**src/rtl/reg_port_arbiter_pkg.sv**
```systemverilog
// Shared types and default sizing for the register-port arbiter.
package reg_arb_pkg;

    typedef enum logic [1:0] {
        IDLE  = 2'd0,
        ISSUE = 2'd1,
        RESP  = 2'd2
    } state_t;

    localparam int DEF_ADDR_W  = 3;
    localparam int DEF_DATA_W  = 8;
    localparam int DEF_TIMEOUT = 15;

    // Width of a counter that must reach t-1; never narrower than one bit.
    function automatic int wait_w(input int t);
        return (t < 2) ? 1 : $clog2(t);
    endfunction

    localparam int WAIT_W = wait_w(DEF_TIMEOUT);

endpackage

```
**src/rtl/reg_port_arbiter_if.sv**
```systemverilog
// Single register-access port of the dut: one write channel, one read channel,
// each enabled by the arbiter and qualified by the dut's rdy.
interface reg_port_arbiter_if #(
    parameter int ADDR_W = 3,
    parameter int DATA_W = 8
);
    logic [ADDR_W-1:0] write_address;
    logic [DATA_W-1:0] write_data;
    logic              write_en;
    logic              write_rdy;
    logic [ADDR_W-1:0] read_address;
    logic              read_en;
    logic [DATA_W-1:0] read_data;
    logic              read_rdy;

    // Arbiter side: drives addresses, data and enables.
    modport master (
        output write_address, write_data, write_en, read_address, read_en,
        input  write_rdy, read_data, read_rdy
    );

    // Dut side.
    modport slave (
        input  write_address, write_data, write_en, read_address, read_en,
        output write_rdy, read_data, read_rdy
    );
endinterface

```
**src/rtl/reg_port_arbiter_rr_arb2.sv**
```systemverilog
// Two-way round-robin grant: ptr names the requester with priority this cycle.
module rr_arb2 (
    input  logic [1:0] req,
    input  logic       ptr,
    output logic [1:0] gnt,
    output logic       any
);
    // Prefer the pointed-to requester, fall back to the other one.
    always_comb begin
        gnt = 2'b00;
        if (req[ptr]) begin
            gnt[ptr] = 1'b1;
        end else if (req[~ptr]) begin
            gnt[~ptr] = 1'b1;
        end
        any = |req;
    end
endmodule

```
**src/rtl/reg_port_arbiter.sv**
```systemverilog
// Shares the dut register port between two requesters, one transaction at a time.
//
// Handshakes: a command is taken when cmd_ready[i] pulses while cmd_valid[i] is
// high (cmd_ready is only ever raised for a valid requester, in IDLE); a
// response is retired when rsp_valid[i] and rsp_ready[i] are both high; a dut
// transfer happens in the cycle write_en/read_en is high, which is only ever
// raised while the matching rdy is high.
module reg_port_arbiter
    import reg_arb_pkg::*;
#(
    parameter int ADDR_W  = DEF_ADDR_W,
    parameter int DATA_W  = DEF_DATA_W,
    parameter int TIMEOUT = DEF_TIMEOUT
) (
    input  logic                CLK,
    input  logic                RST_N,
    input  logic [1:0]          cmd_valid,
    output logic [1:0]          cmd_ready,
    input  logic [1:0]          cmd_we,
    input  logic [2*ADDR_W-1:0] cmd_addr,
    input  logic [2*DATA_W-1:0] cmd_wdata,
    output logic [1:0]          rsp_valid,
    input  logic [1:0]          rsp_ready,
    output logic [DATA_W-1:0]   rsp_rdata,
    output logic                rsp_err,
    reg_port_arbiter_if.master  bus,
    output logic                busy,
    output logic [7:0]          txn_cnt,
    output logic [7:0]          err_cnt,
    output state_t              dbg_state,
    output logic                dbg_rr_ptr
);
    localparam int WW = wait_w(TIMEOUT);
    localparam logic [WW-1:0] WAIT_LAST = WW'(TIMEOUT - 1);

    state_t            state_q, state_d;
    logic              rr_ptr_q;
    logic              owner_q;
    logic              we_q;
    logic [ADDR_W-1:0] addr_q;
    logic [DATA_W-1:0] wdata_q;
    logic [WW-1:0]     wait_q;
    logic [DATA_W-1:0] rdata_q;
    logic              err_q;
    logic [7:0]        txn_cnt_q;
    logic [7:0]        err_cnt_q;

    logic [1:0] gnt;
    logic       any_req;
    logic       win_idx;
    logic       fire;
    logic       timeout;

    rr_arb2 u_arb (
        .req (cmd_valid),
        .ptr (rr_ptr_q),
        .gnt (gnt),
        .any (any_req)
    );

    assign win_idx = gnt[1];

    // Dut-side drive: addresses/data always from the latches, enables gated by rdy.
    always_comb begin
        bus.write_address = addr_q;
        bus.read_address  = addr_q;
        bus.write_data    = wdata_q;
        bus.write_en      = (state_q == ISSUE) &&  we_q && bus.write_rdy;
        bus.read_en       = (state_q == ISSUE) && !we_q && bus.read_rdy;
        fire              = bus.write_en || bus.read_en;
        timeout           = (state_q == ISSUE) && !fire && (wait_q == WAIT_LAST);
    end

    // Requester-side outputs and status.
    always_comb begin
        cmd_ready  = (state_q == IDLE) ? gnt : 2'b00;
        rsp_valid  = 2'b00;
        if (state_q == RESP) begin
            rsp_valid[owner_q] = 1'b1;
        end
        rsp_rdata  = rdata_q;
        rsp_err    = err_q;
        busy       = (state_q != IDLE);
        txn_cnt    = txn_cnt_q;
        err_cnt    = err_cnt_q;
        dbg_state  = state_q;
        dbg_rr_ptr = rr_ptr_q;
    end

    // State register.
    always_ff @(posedge CLK or negedge RST_N) begin
        if (!RST_N) begin
            state_q <= IDLE;
        end else begin
            state_q <= state_d;
        end
    end

    // Next-state logic.
    always_comb begin
        state_d = state_q;
        case (state_q)
            IDLE:    if (any_req)             state_d = ISSUE;
            ISSUE:   if (fire || timeout)     state_d = RESP;
            RESP:    if (rsp_ready[owner_q])  state_d = IDLE;
            default:                          state_d = IDLE;
        endcase
    end

    // Command latch, wait counter, response capture and statistics.
    always_ff @(posedge CLK or negedge RST_N) begin
        if (!RST_N) begin
            rr_ptr_q  <= 1'b0;
            owner_q   <= 1'b0;
            we_q      <= 1'b0;
            addr_q    <= '0;
            wdata_q   <= '0;
            wait_q    <= '0;
            rdata_q   <= '0;
            err_q     <= 1'b0;
            txn_cnt_q <= 8'd0;
            err_cnt_q <= 8'd0;
        end else begin
            case (state_q)
                IDLE: begin
                    if (any_req) begin
                        owner_q  <= win_idx;
                        rr_ptr_q <= ~win_idx;
                        we_q     <= cmd_we[win_idx];
                        addr_q   <= win_idx ? cmd_addr[ADDR_W +: ADDR_W]
                                            : cmd_addr[0 +: ADDR_W];
                        wdata_q  <= win_idx ? cmd_wdata[DATA_W +: DATA_W]
                                            : cmd_wdata[0 +: DATA_W];
                        wait_q   <= '0;
                    end
                end
                ISSUE: begin
                    if (fire) begin
                        rdata_q   <= we_q ? '0 : bus.read_data;
                        err_q     <= 1'b0;
                        txn_cnt_q <= txn_cnt_q + 8'd1;
                    end else if (timeout) begin
                        rdata_q <= '0;
                        err_q   <= 1'b1;
                        if (err_cnt_q != 8'hFF) begin
                            err_cnt_q <= err_cnt_q + 8'd1;
                        end
                    end else begin
                        wait_q <= wait_q + WW'(1);
                    end
                end
                default: begin
                end
            endcase
        end
    end
endmodule
```
**src/flat_wrapper.sv**
```systemverilog
// flat-port wrapper written by rule: the top's interface ports become plain ports
module reg_port_arbiter_flat import reg_arb_pkg::*;
#(
    parameter int ADDR_W  = DEF_ADDR_W,
    parameter int DATA_W  = DEF_DATA_W,
    parameter int TIMEOUT = DEF_TIMEOUT
)
  (CLK, RST_N, cmd_valid, cmd_ready, cmd_we, cmd_addr, cmd_wdata, rsp_valid, rsp_ready, rsp_rdata, rsp_err, busy, txn_cnt, err_cnt, dbg_state, dbg_rr_ptr, bus_write_address, bus_write_data, bus_write_en, bus_read_address, bus_read_en, bus_write_rdy, bus_read_data, bus_read_rdy);
  reg_port_arbiter_if #(.ADDR_W(ADDR_W), .DATA_W(DATA_W)) bus_i ();
  input  logic CLK;
  input  logic RST_N;
  input  logic [1:0] cmd_valid;
  output logic [1:0] cmd_ready;
  input  logic [1:0] cmd_we;
  input  logic [2*ADDR_W-1:0] cmd_addr;
  input  logic [2*DATA_W-1:0] cmd_wdata;
  output logic [1:0] rsp_valid;
  input  logic [1:0] rsp_ready;
  output logic [DATA_W-1:0] rsp_rdata;
  output logic rsp_err;
  output logic busy;
  output logic [7:0] txn_cnt;
  output logic [7:0] err_cnt;
  output state_t dbg_state;
  output logic dbg_rr_ptr;
  output wire logic [$bits(bus_i.write_address)-1:0] bus_write_address;
  output wire logic [$bits(bus_i.write_data)-1:0] bus_write_data;
  output wire logic [$bits(bus_i.write_en)-1:0] bus_write_en;
  output wire logic [$bits(bus_i.read_address)-1:0] bus_read_address;
  output wire logic [$bits(bus_i.read_en)-1:0] bus_read_en;
  input wire logic [$bits(bus_i.write_rdy)-1:0] bus_write_rdy;
  input wire logic [$bits(bus_i.read_data)-1:0] bus_read_data;
  input wire logic [$bits(bus_i.read_rdy)-1:0] bus_read_rdy;
  assign bus_write_address = bus_i.write_address;
  assign bus_write_data = bus_i.write_data;
  assign bus_write_en = bus_i.write_en;
  assign bus_read_address = bus_i.read_address;
  assign bus_read_en = bus_i.read_en;
  assign bus_i.write_rdy = bus_write_rdy;
  assign bus_i.read_data = bus_read_data;
  assign bus_i.read_rdy = bus_read_rdy;
  reg_port_arbiter #(.ADDR_W(ADDR_W), .DATA_W(DATA_W), .TIMEOUT(TIMEOUT)) u_core (.CLK(CLK), .RST_N(RST_N), .cmd_valid(cmd_valid), .cmd_ready(cmd_ready), .cmd_we(cmd_we), .cmd_addr(cmd_addr), .cmd_wdata(cmd_wdata), .rsp_valid(rsp_valid), .rsp_ready(rsp_ready), .rsp_rdata(rsp_rdata), .rsp_err(rsp_err), .bus(bus_i), .busy(busy), .txn_cnt(txn_cnt), .err_cnt(err_cnt), .dbg_state(dbg_state), .dbg_rr_ptr(dbg_rr_ptr));
endmodule
```
**config.mk**
```make
export PLATFORM = sky130hd
export DESIGN_NAME = reg_port_arbiter_flat
export DESIGN_NICKNAME = d
export VERILOG_FILES = /design/src/rtl/reg_port_arbiter_pkg.sv /design/src/rtl/reg_port_arbiter_if.sv /design/src/rtl/reg_port_arbiter_rr_arb2.sv /design/src/rtl/reg_port_arbiter.sv /design/src/flat_wrapper.sv
export SDC_FILE = /design/constraint.sdc
export NUM_CORES = 1
export LEC_CHECK = 0
export CELL_PAD_IN_SITES_DETAIL_PLACEMENT = 1
export CELL_PAD_IN_SITES_GLOBAL_PLACEMENT = 2
export CORE_MARGIN = 1.5
export CORE_UTILIZATION = 25
export DETAILED_ROUTE_END_ITERATION = 8
export PLACE_DENSITY = 0.91
export RECOVER_POWER = 50
export SKIP_LAST_GASP = 1
export SLEW_MARGIN = 10
export SYNTH_ARGS = -nofsm -noshare
export SYNTH_HDL_FRONTEND = slang
export SYNTH_SLANG_ARGS = --single-unit
```
**constraint.sdc**
```tcl
create_clock -name CLK -period 2.05 [get_ports CLK]
set_clock_uncertainty 0.05 [all_clocks]
set_input_delay 0.615 -clock CLK [delete_from_list [all_inputs] [get_ports CLK]]
set_output_delay 0.615 -clock CLK [all_outputs]
set_load 0.01 [all_outputs]
```
==> results.md <==
* Clock transition at path regs at roughly 0.080 ns
* Crit path kind: reg2out
* Die ar. at 8950 um2
* Async SR Flop Fraction at 100%
* Vias per cell at 4.53
* Count leader, synth: dfrtp_1
* Final #Nets at between 300 and 400
* Post-route ant nets at 0
* Post-synth top cells: 45 x dfrtp_1, 18 x nand2_1, 18 x o21ai_0, 12 x mux2i_1, 10 x nor2_1
* Hold depth at 1
* Met2 GRT Util at 24.9%
* Worst Path Required at ~1.4 ns
* Status: finished clean
* Final hold violation count at 0
* Leakage at roughly 1.6 nW
* I/O Pins at 89
* Critical path startpoint category: flop
* Die extent in y at roughly 95 um
* Worst slew pin tran at around 1.1 ns
* Initial DRC count at 39
* CP Launch Point: u_core.dbg_state[1]
* Net count after synthesis at about 230
* Sequential cell area at between 1000 and 1500 um2
* Area growth syn-to-layout at 62.4%
* # fillers at between 900 and 1000
* Worst path max stage delay at roughly 0.42 ns
* Met3 Track Usage GR at 2.58%
* Diode count at 0
* Busiest grt layer: met2
* Max Cap Viol at 0
* Slowest cell on crit path: dfrtp_1
* Clk_lat worst skew at approximately 0.30 ns
* #FFs+latches synth at 45
* Rows at 33
* Post-Layout Inst Area at approximately 3400 um2
* Routability cong. at 0.720
* Hold_sp: u_core.txn_cnt[7]
* Met1 Track Usage GR at ~16%
* R2R depth at 4
* Final setup viols at 0
* Vias in the first global route at around 2000
* Cell taking the most area after synthesis: dfrtp_1
* Max Freq at 0.501 GHz
* Final Critical Period at roughly 2.0 ns
* Top post-synthesis cells by area: dfrtp_1 54%, mux2i_1 5.7%, o21ai_0 4.3%, a22o_1 3.3%, nand2_1 3.2%
* Cell count after synthesis at 190
* Synth top area share at a little over half
* Layout cells sized above 1 at between 20% and 30%
* Hold/Removal Path Class: reg2reg
* Vias at approximately 1900
* Wire per inst at ~14 um
* DP Cell Count at roughly 400
* Post-route clock period utilization at around 97%
* Initial DRT Pass Iterations at 4
* CP max FO at 4
* Crit path capture type: output pin
* Worst reg2reg startpoint: u_core.we_q
* Synth cell types at 40
* Clock root cell: clkbuf_8
* CTS Sinks at 45
* Pins Over Slew Limit at 0
* Crit path DAT at between 1 and 1.5 ns
* First-pass GRT wire length at 9.63 mm
* CTS tree: built
* Number of buffers created by CTS at 5
* Footprint of the multi-input gates at ~930 um2
* Initial Util at 25.7%
* Hold endpoint: u_core.txn_cnt[7]
* Htree depth at 2
* Dpl hpwl at 4.40 mm
* YS warnings at 0
* Congestion Overflow GR at 0
* Final TNS setup at 0 ns
* Syn Std Cell Area at between 2000 and 2500 um2
* Reg-to-reg slack, setup at approximately 0.2 ns
* Deepest clock path buffer count at 2
* Slew headroom at between 20% and 30%
* Gr usage total at ~14%
* Routed WL at roughly 5.8 mm
* RSZ-0062 raised after global routing: yes
* Seq/Total Area, Yosys at a little over half
* Post-synth EDFFs at 0
* Number of remaining DRC errors at 0
* Die X-Extent at 94.6 um
* Final std cells w/o fill at between 400 and 500
* Main synth FF type: dfrtp_1
* Area after DPL at 3260 um2
* Core Area at approximately 8200 um2
* Port-buffer cells at 88
* Antenna violations before repair at 0
* Largest net degree at the start of global routing at 28
* Synth Area per Inst at between 10 and 15 um2
* Reg-to-Reg End: u_core.err_cnt[7]
* PwrDens at 1210 nW/um2
* VDD IR max at between 0.4 and 0.5 mV
* CP cell instances: clkbuf_1, nor2_4, inv_2, a211oi_2, buf_2
metrics by stage:
stage	worst slack [ns]	hold WS, ns	power [mW]	util (%)
floorplan	0.0139	0.269	2.26	-
global placement	-0.525	0.415	3.33	39.8
detailed placement	-0.569	0.421	3.40	39.8
CTS	-0.0630	0.234	4.18	41.6
global route	-0.0373	0.445	4.40	41.7
finish	0.0529	0.432	4.11	41.7
placed cells by master (no fill, tap or decap), types with 5 or more instances in the layout:
cell type        count
clkdlybuf4s50_1     74
mux2i_1             13
buf_2                6
nand2_1             18
xnor2_1              6
xor2_1               7
clkbuf_1             8
buf_4               20
dfrtp_1             40
nand4_1              7
nor2_1               8
nand3_1              5
dfrtp_2              5
a22o_1               8
o21ai_0             18
clkbuf_8             6
repair_timing:
action	CTS	global route
setup endpoints to repair	11	16
hold buffers	0	0
gates resized for setup	40	15
pin swaps	2	1
buffers inserted	3	3
endpoints found under the hold margin	0	0
area by class of cell:
type	count	share of cell area (%)
multi-input cells	130	27.4
flip-flops and latches	45	33.2
clock buffers	7	2.53
clock inverters	1	0.882
repair buffers	119	31.4
inverters	6	0.661
well taps	105	3.86
state kept, by name (all words and copies together), names as in the netlist:
signal,flops
u_core.wait_q,4
u_core.txn_cnt,8
u_core.rsp_rdata,8
u_core.rsp_err,1
u_core.owner_q,1
u_core.bus.write_data,8
u_core.we_q,1
u_core.bus.read_address,3
u_core.dbg_rr_ptr,1
u_core.dbg_state,2
u_core.err_cnt,8
where the power goes:
group          total [mW]  leakage, nW  switching (mW)  internal [mW]
registers            1.47        0.575           0.277           1.19
clock network       0.697       0.0585           0.299          0.398
logic                1.95        0.943           0.850           1.10
total                4.11         1.58            1.43           2.69
routing by layer:
layer | routed length, um | part of all wire [%]
met2 | 3130 | 54
met1 | 2420 | 42
met4 | 57 | 0.99
met3 | 163 | 2.8
met5 | 0 | 0
how the worst max path moves through the flow:
| stage | endpoint | slack [ns] | cells after the start |
|---|---|---|---|
| floorplan | cmd_ready[1] | 0.01 | 4 |
| global placement | cmd_ready[0] | -0.52 | 4 |
| detailed placement | cmd_ready[0] | -0.57 | 4 |
| CTS | dbg_state[0] | -0.06 | 3 |
| global route | rsp_valid[0] | -0.04 | 5 |
| finish | cmd_ready[0] | 0.05 | 5 |
kinds of logic (layout without fill, tap and decap cells):
kind of cell	after synthesis	after routing	synth area share, %
simple gates	59	59	14.9
xor+xnor	13	13	5.43
flops	45	45	53.7
buf+inv	15	133	3.58
compound gates	37	37	11.5
fa+ha+maj	4	4	2.39
mux	17	17	8.53
critical path, delay by kind of cell (launching register included):
| kind | cells | cell delay, ns |
|---|---|---|
| AO/OA/AOI/OAI | 1 | 0.14 |
| flip-flops | 1 | 0.42 |
| buffers and inverters | 3 | 0.35 |
| AND/OR/NAND/NOR | 1 | 0.13 |
Power figures use the tool's default switching activity.
